===== src/rtl/bcd_score_cnt.sv =====
// BCD up/down score counter: synchronised push-button inputs, clamped load,
// wrap or saturate at the limits, and leading-zero blanking for the display.
module bcd_score_cnt #(
  parameter int DIGITS = 2,
  parameter int WRAP   = 1
) (
  input  logic                  clk,
  input  logic                  rst,
  input  logic                  clr_cnt,
  input  logic                  inc_btn,
  input  logic                  dec_btn,
  input  logic                  load,
  input  logic [4*DIGITS-1:0]   load_val,
  output logic [4*DIGITS-1:0]   cnt,
  output logic                  ovf,
  output logic                  unf,
  output logic                  zero,
  output logic [DIGITS-1:0]     blank
);

  localparam int W = 4 * DIGITS;

  logic [1:0] inc_sync;
  logic [1:0] dec_sync;
  logic       inc_hist;
  logic       dec_hist;
  logic       inc_edge;
  logic       dec_edge;

  // Everything resets to ones so a button already held high never looks like a new press.
  always_ff @(posedge clk) begin
    if (rst) begin
      inc_sync <= 2'b11;
      dec_sync <= 2'b11;
      inc_hist <= 1'b1;
      dec_hist <= 1'b1;
    end else begin
      inc_sync <= {inc_sync[0], inc_btn};
      dec_sync <= {dec_sync[0], dec_btn};
      inc_hist <= inc_sync[1];
      dec_hist <= dec_sync[1];
    end
  end

  assign inc_edge = inc_sync[1] & ~inc_hist;
  assign dec_edge = dec_sync[1] & ~dec_hist;

  logic [W-1:0] inc_val;
  logic [W-1:0] dec_val;
  logic [W-1:0] load_clamp;
  logic         carry;
  logic         borrow;
  logic         all_nines;
  logic         all_zeros;

  always_comb begin
    inc_val = cnt;
    carry   = 1'b1;
    for (int i = 0; i < DIGITS; i++) begin
      if (carry) begin
        if (cnt[4*i +: 4] == 4'd9) begin
          inc_val[4*i +: 4] = 4'd0;
        end else begin
          inc_val[4*i +: 4] = cnt[4*i +: 4] + 4'd1;
          carry = 1'b0;
        end
      end
    end
    all_nines = carry;
  end

  always_comb begin
    dec_val = cnt;
    borrow  = 1'b1;
    for (int i = 0; i < DIGITS; i++) begin
      if (borrow) begin
        if (cnt[4*i +: 4] == 4'd0) begin
          dec_val[4*i +: 4] = 4'd9;
        end else begin
          dec_val[4*i +: 4] = cnt[4*i +: 4] - 4'd1;
          borrow = 1'b0;
        end
      end
    end
    all_zeros = borrow;
  end

  // Non-BCD load nibbles are clamped so the count is always displayable.
  always_comb begin
    load_clamp = '0;
    for (int i = 0; i < DIGITS; i++) begin
      if (load_val[4*i +: 4] > 4'd9) begin
        load_clamp[4*i +: 4] = 4'd9;
      end else begin
        load_clamp[4*i +: 4] = load_val[4*i +: 4];
      end
    end
  end

  logic [W-1:0] cnt_next;
  logic         ovf_next;
  logic         unf_next;

  // Simultaneous inc and dec requests cancel each other out.
  always_comb begin
    cnt_next = cnt;
    ovf_next = 1'b0;
    unf_next = 1'b0;
    if (clr_cnt) begin
      cnt_next = '0;
    end else if (load) begin
      cnt_next = load_clamp;
    end else if (inc_edge && dec_edge) begin
      cnt_next = cnt;
    end else if (inc_edge) begin
      if (all_nines) begin
        ovf_next = 1'b1;
        if (WRAP != 0) begin
          cnt_next = '0;
        end
      end else begin
        cnt_next = inc_val;
      end
    end else if (dec_edge) begin
      if (all_zeros) begin
        unf_next = 1'b1;
        if (WRAP != 0) begin
          cnt_next = dec_val;
        end
      end else begin
        cnt_next = dec_val;
      end
    end
  end

  always_ff @(posedge clk) begin
    if (rst) begin
      cnt <= '0;
      ovf <= 1'b0;
      unf <= 1'b0;
    end else begin
      cnt <= cnt_next;
      ovf <= ovf_next;
      unf <= unf_next;
    end
  end

  assign zero = ~|cnt;

  logic upper_zero;

  // Digit 0 is never blanked, so a zero count still shows a single 0.
  always_comb begin
    blank      = '0;
    upper_zero = 1'b1;
    for (int i = DIGITS - 1; i >= 1; i--) begin
      upper_zero = upper_zero & (cnt[4*i +: 4] == 4'd0);
      blank[i]   = upper_zero;
    end
  end

endmodule

===== config.mk =====
export PLATFORM = sky130hd
export DESIGN_NAME = bcd_score_cnt
export DESIGN_NICKNAME = d
export VERILOG_FILES = /design/src/rtl/bcd_score_cnt.sv
export SDC_FILE = /design/constraint.sdc
export NUM_CORES = 1
export LEC_CHECK = 0
export BUFFER_PORTS_ARGS = -buffer_cell sky130_fd_sc_hd__buf_4
export CAP_MARGIN = 30
export CORE_ASPECT_RATIO = 0.6
export CORE_MARGIN = 3
export CORE_UTILIZATION = 35
export DETAILED_ROUTE_END_ITERATION = 8
export GPL_TIMING_DRIVEN = 0
export MAX_ROUTING_LAYER = met4
export PLACE_DENSITY = 0.62
export SLEW_MARGIN = 20
export SYNTH_ARGS = -nofsm -noshare
export SYNTH_HDL_FRONTEND = slang
export SYNTH_SLANG_ARGS = --single-unit

===== constraint.sdc =====
create_clock -name clk -period 2.05 [get_ports clk]
set_input_delay 0.41 -clock clk [delete_from_list [all_inputs] [get_ports clk]]
set_output_delay 0.41 -clock clk [all_outputs]
set_load 0.01 [all_outputs]

==> flow_summary.html <==
<table>
<tr><th>Metric</th><th>Value</th></tr>
<tr><th colspan="2">Outcome</th></tr>
<tr><td>Outcome</td><td>complete, no violations</td></tr>
<tr><th colspan="2">Die</th></tr>
<tr><td>IO Count</td><td>27</td></tr>
<tr><td>Floorplan die area</td><td>3798 um^2</td></tr>
<tr><td>Die Y</td><td>48.95 um</td></tr>
<tr><td>Count of standard-cell rows</td><td>14</td></tr>
<tr><td>Starting density of the core</td><td>39.63%</td></tr>
<tr><td>Die X-Extent</td><td>77.58 um</td></tr>
<tr><td>Area of the core</td><td>2715 um^2</td></tr>
<tr><th colspan="2">Timing</th></tr>
<tr><td>Minimum clock period after layout</td><td>1.944 ns</td></tr>
<tr><td>Clock skew after layout</td><td>0.008341 ns</td></tr>
<tr><td>Hold violation total from the final report</td><td>0</td></tr>
<tr><td>Setup violations, final</td><td>0</td></tr>
<tr><td>Part of the cycle the worst path needs</td><td>approximately 95%</td></tr>
<tr><td>Max Transition Viols Final</td><td>0</td></tr>
<tr><td>Setup TNS</td><td>0 ns</td></tr>
<tr><td>Highest attainable clock frequency</td><td>514.4 MHz</td></tr>
<tr><td>RSZ-0062 raised after global routing</td><td>false</td></tr>
<tr><th colspan="2">Pwr</th></tr>
<tr><td>Cell leakage power</td><td>0.5785 nW</td></tr>
<tr><td>Power density normalized to cell area</td><td>598.6 nW/um^2</td></tr>
<tr><td>Worst VDD drop</td><td>between 0.0003 and 0.0004 V</td></tr>
<tr><th colspan="2">Layout</th></tr>
<tr><td>Most frequent standard cell in the layout excluding fill and tap cells</td><td>buf_4</td></tr>
<tr><td>Most frequent cells in the layout</td><td>28 x buf_4, 13 x dfxtp_1, 11 x a21oi_1, 10 x nand2_1, 10 x o21ai_0</td></tr>
<tr><td>Filler Cells Inserted</td><td>roughly 260</td></tr>
<tr><td>Ratio of cells with drive above 1 in the final layout</td><td>33.95%</td></tr>
<tr><td>Final net count</td><td>183</td></tr>
<tr><td>Antenna diode instance count</td><td>0</td></tr>
<tr><td>Growth of design area from synthesis to finish</td><td>29.65%</td></tr>
<tr><td>Post-layout utilization of the core</td><td>roughly half</td></tr>
<tr><th colspan="2">Min path</th></tr>
<tr><td>Launch instance of the worst min-delay path</td><td>dec_btn</td></tr>
<tr><td>Hold path cells</td><td>2</td></tr>
<tr><td>Min-delay worst type</td><td>input port to register</td></tr>
<tr><td>Hold-critical path endpoint</td><td>dec_sync[0]</td></tr>
<tr><th colspan="2">CTS</th></tr>
<tr><td>Number of H-tree branching levels</td><td>1</td></tr>
<tr><td>Clock root buffer</td><td>clkbuf_8</td></tr>
<tr><td>Number of buffers inserted during clock tree synthesis</td><td>3</td></tr>
<tr><td>Maximum number of buffers from clock root to sink</td><td>2</td></tr>
<tr><td>CTS tree</td><td>built</td></tr>
<tr><td>Number of clock sinks seen by CTS</td><td>16</td></tr>
<tr><td>Clock insertion delay at the later pin of the skew report</td><td>about 0.26 ns</td></tr>
<tr><td>Clock slew at the register clock pins of the worst setup and hold paths</td><td>about 0.070 ns</td></tr>
<tr><th colspan="2">Global routing</th></tr>
<tr><td>Maximum number of pins on one net before global-route repair</td><td>11</td></tr>
<tr><td>Antenna violations before repair</td><td>0</td></tr>
<tr><td>Total gr overflow</td><td>0</td></tr>
<tr><td>Total routing usage reported by global routing</td><td>between 10% and 20%</td></tr>
<tr><td>Global-route wire length before repair</td><td>~4700 um</td></tr>
<tr><td>Vias in the first global route</td><td>946</td></tr>
<tr><th colspan="2">Routing</th></tr>
<tr><td>Average via count per standard cell</td><td>5.460</td></tr>
<tr><td>Wirelength per Cell</td><td>14.45 um</td></tr>
<tr><td>DRC violation count after routing</td><td>0</td></tr>
<tr><td>Drt initial violations</td><td>107</td></tr>
<tr><td>Residual antenna-violating net count after detailed routing</td><td>0</td></tr>
<tr><td>Number of search-and-repair iterations in the first detailed-routing pass</td><td>4</td></tr>
<tr><td>Total Wirelength</td><td>2919 um</td></tr>
<tr><td>Vias after detailed routing</td><td>1103</td></tr>
<tr><th colspan="2">Synth</th></tr>
<tr><td>Post-Syn Area per Cell</td><td>8.152 um^2</td></tr>
<tr><td>Async S/R FF share, synth</td><td>0%</td></tr>
<tr><td>Count of flip-flops with a built-in enable after synthesis</td><td>0</td></tr>
<tr><td>Main flop type after synthesis</td><td>dfxtp_1</td></tr>
<tr><td>Synth Warn #</td><td>0</td></tr>
<tr><td>Post-synth design cell area</td><td>about 1100 um^2</td></tr>
<tr><td>Post-synthesis cell count</td><td>132</td></tr>
<tr><td>Number of nets in the synthesized netlist</td><td>between 150 and 200</td></tr>
<tr><td>Seq/Total Area, Yosys</td><td>between 20% and 30%</td></tr>
<tr><td>Flip-flop and latch count after synthesis</td><td>16</td></tr>
<tr><td>Unique masters post-synth</td><td>44</td></tr>
<tr><th colspan="2">Critical path</th></tr>
<tr><td>Startpoint types</td><td>register</td></tr>
<tr><td>Setup Crit Path Kind</td><td>register to output port</td></tr>
<tr><td>Crit path required time</td><td>1.64 ns</td></tr>
<tr><td>Source of the worst register-to-register timing path</td><td>cnt[1]</td></tr>
<tr><td>Worst reg-to-reg setup slack</td><td>between 0.15 and 0.2 ns</td></tr>
<tr><td>Worst Setup End Kind</td><td>output port</td></tr>
<tr><td>Critical path peak fanout</td><td>10</td></tr>
<tr><td>Number of cells traversed by the worst register-to-register path</td><td>7</td></tr>
<tr><td>Worst reg2reg path endpoint</td><td>cnt[6]</td></tr>
<tr><td>Arrival time reported for the critical path endpoint</td><td>around 1.5 ns</td></tr>
<tr><th colspan="2">Placed design</th></tr>
<tr><td>Half-perimeter wire length after placement</td><td>2207 um</td></tr>
<tr><td>Final estimated routing congestion in global placement</td><td>0.8309</td></tr>
<tr><td>Number of buffers added on ports</td><td>25</td></tr>
<tr><th colspan="2">Run</th></tr>
<tr><td>Maxcap violations</td><td>0</td></tr>
</table>
[stage by stage]
step                hold WS (ns)  total power [W]  instance area (um^2)  setup slack, ns  cells
finish                    0.3400        0.0008351                  1395           0.1058    202
global placement          0.3919        0.0005394                  1314           0.1367    197
CTS                       0.3362        0.0008307                  1370          0.02865    201
detailed placement        0.3993        0.0005412                  1314           0.1349    197
floorplan                 0.3895        0.0004651                  1076           0.3471    132
global route              0.3352        0.0008785                  1395          0.01197    202
[registers in the layout, indices dropped and copies added, names as in the netlist]
name      flops
inc_hist      1
unf           1
inc_sync      2
ovf           1
cnt           8
dec_hist      1
dec_sync      2
[timing repair]
item                       in CTS  in global routing
hold buffers                    0                  0
buffers inserted                0                  1
setup endpoints to repair       1                  4
pin swaps                       0                  0
resized for setup               1                  5
[logic make-up (layout without fill, tap and decap cells)]
group | Yosys count | in the layout | synth area share [%]
xor gates and xnor gates | 3 | 3 | 2.442
buffers and inverters | 15 | 45 | 6.859
other | 1 | 1 | 0.3485
and+or+nand+nor | 46 | 46 | 25.00
AOI/OAI and AO/OA | 45 | 45 | 28.61
adders and majority gates | 6 | 6 | 6.977
DFF | 16 | 16 | 29.77
[how the worst max path moves through the flow]
stage	startpoint	to	cells after the start
floorplan	cnt[0]	cnt[6]	7
CTS	cnt[0]	zero	6
global route	cnt[4]	zero	7
global placement	cnt[0]	cnt[6]	7
finish	cnt[4]	zero	7
detailed placement	cnt[0]	cnt[6]	7
[final cells by class]
| cell class | count | area (um^2) | share of cell area, % |
|---|---|---|---|
| multi-input combinational | 101 | 696.9 | 49.96 |
| sequential | 16 | 324.1 | 23.23 |
| timing repair buffer | 26 | 195.2 | 13.99 |
| clock buffer | 4 | 55.05 | 3.946 |
| tap | 40 | 50.05 | 3.587 |
| inverter | 10 | 37.54 | 2.691 |
| buffer | 5 | 36.28 | 2.601 |
[worst max-delay path: stages (launching register included)]
cell and delay (ns):
dfxtp_2 0.38, inv_1 0.08, ha_1 0.23, nand2b_1 0.13, nor2_2 0.16, nand2_1 0.12, inv_1 0.07, buf_4 0.11
[report_power, final]
group / leakage, nW / total, W / internal [W] / switching [W]
Combinational: 0.417 / 0.000206 / 0.000101 / 0.000105
Clock: 0.0288 / 0.000289 / 0.000171 / 0.000118
Sequential: 0.132 / 0.000340 / 0.000324 / 0.0000158
[cell usage after synthesis, drive strengths merged (2+ instances only)]
cell,count,share of area (%)
a31o,2,1.6
xnor2,3,2.4
ha,6,7.0
a21oi,11,5.1
dfxtp,16,30
o311ai,2,1.6
buf,5,3.4
inv,10,3.5
nor3b,2,2.4
nor2,5,1.7
o31ai,2,1.4
nor3,2,1.4
nand2b,5,3.1
nand2,10,3.5
o21ai,11,5.1
a211o,3,2.4
and2,2,1.2
a31oi,4,2.3
nand3b,4,2.8
a211oi,2,1.9
or2,7,4.1
nor4,2,1.2
nand3,5,2.3
[metal layers]
layer	GRT usage, %	routed length [um]
met5	-	0
met4	2.367	6
met3	6.089	238
met2	21.88	1221
met1	21.82	1451
(Power assumes the default switching activity.)
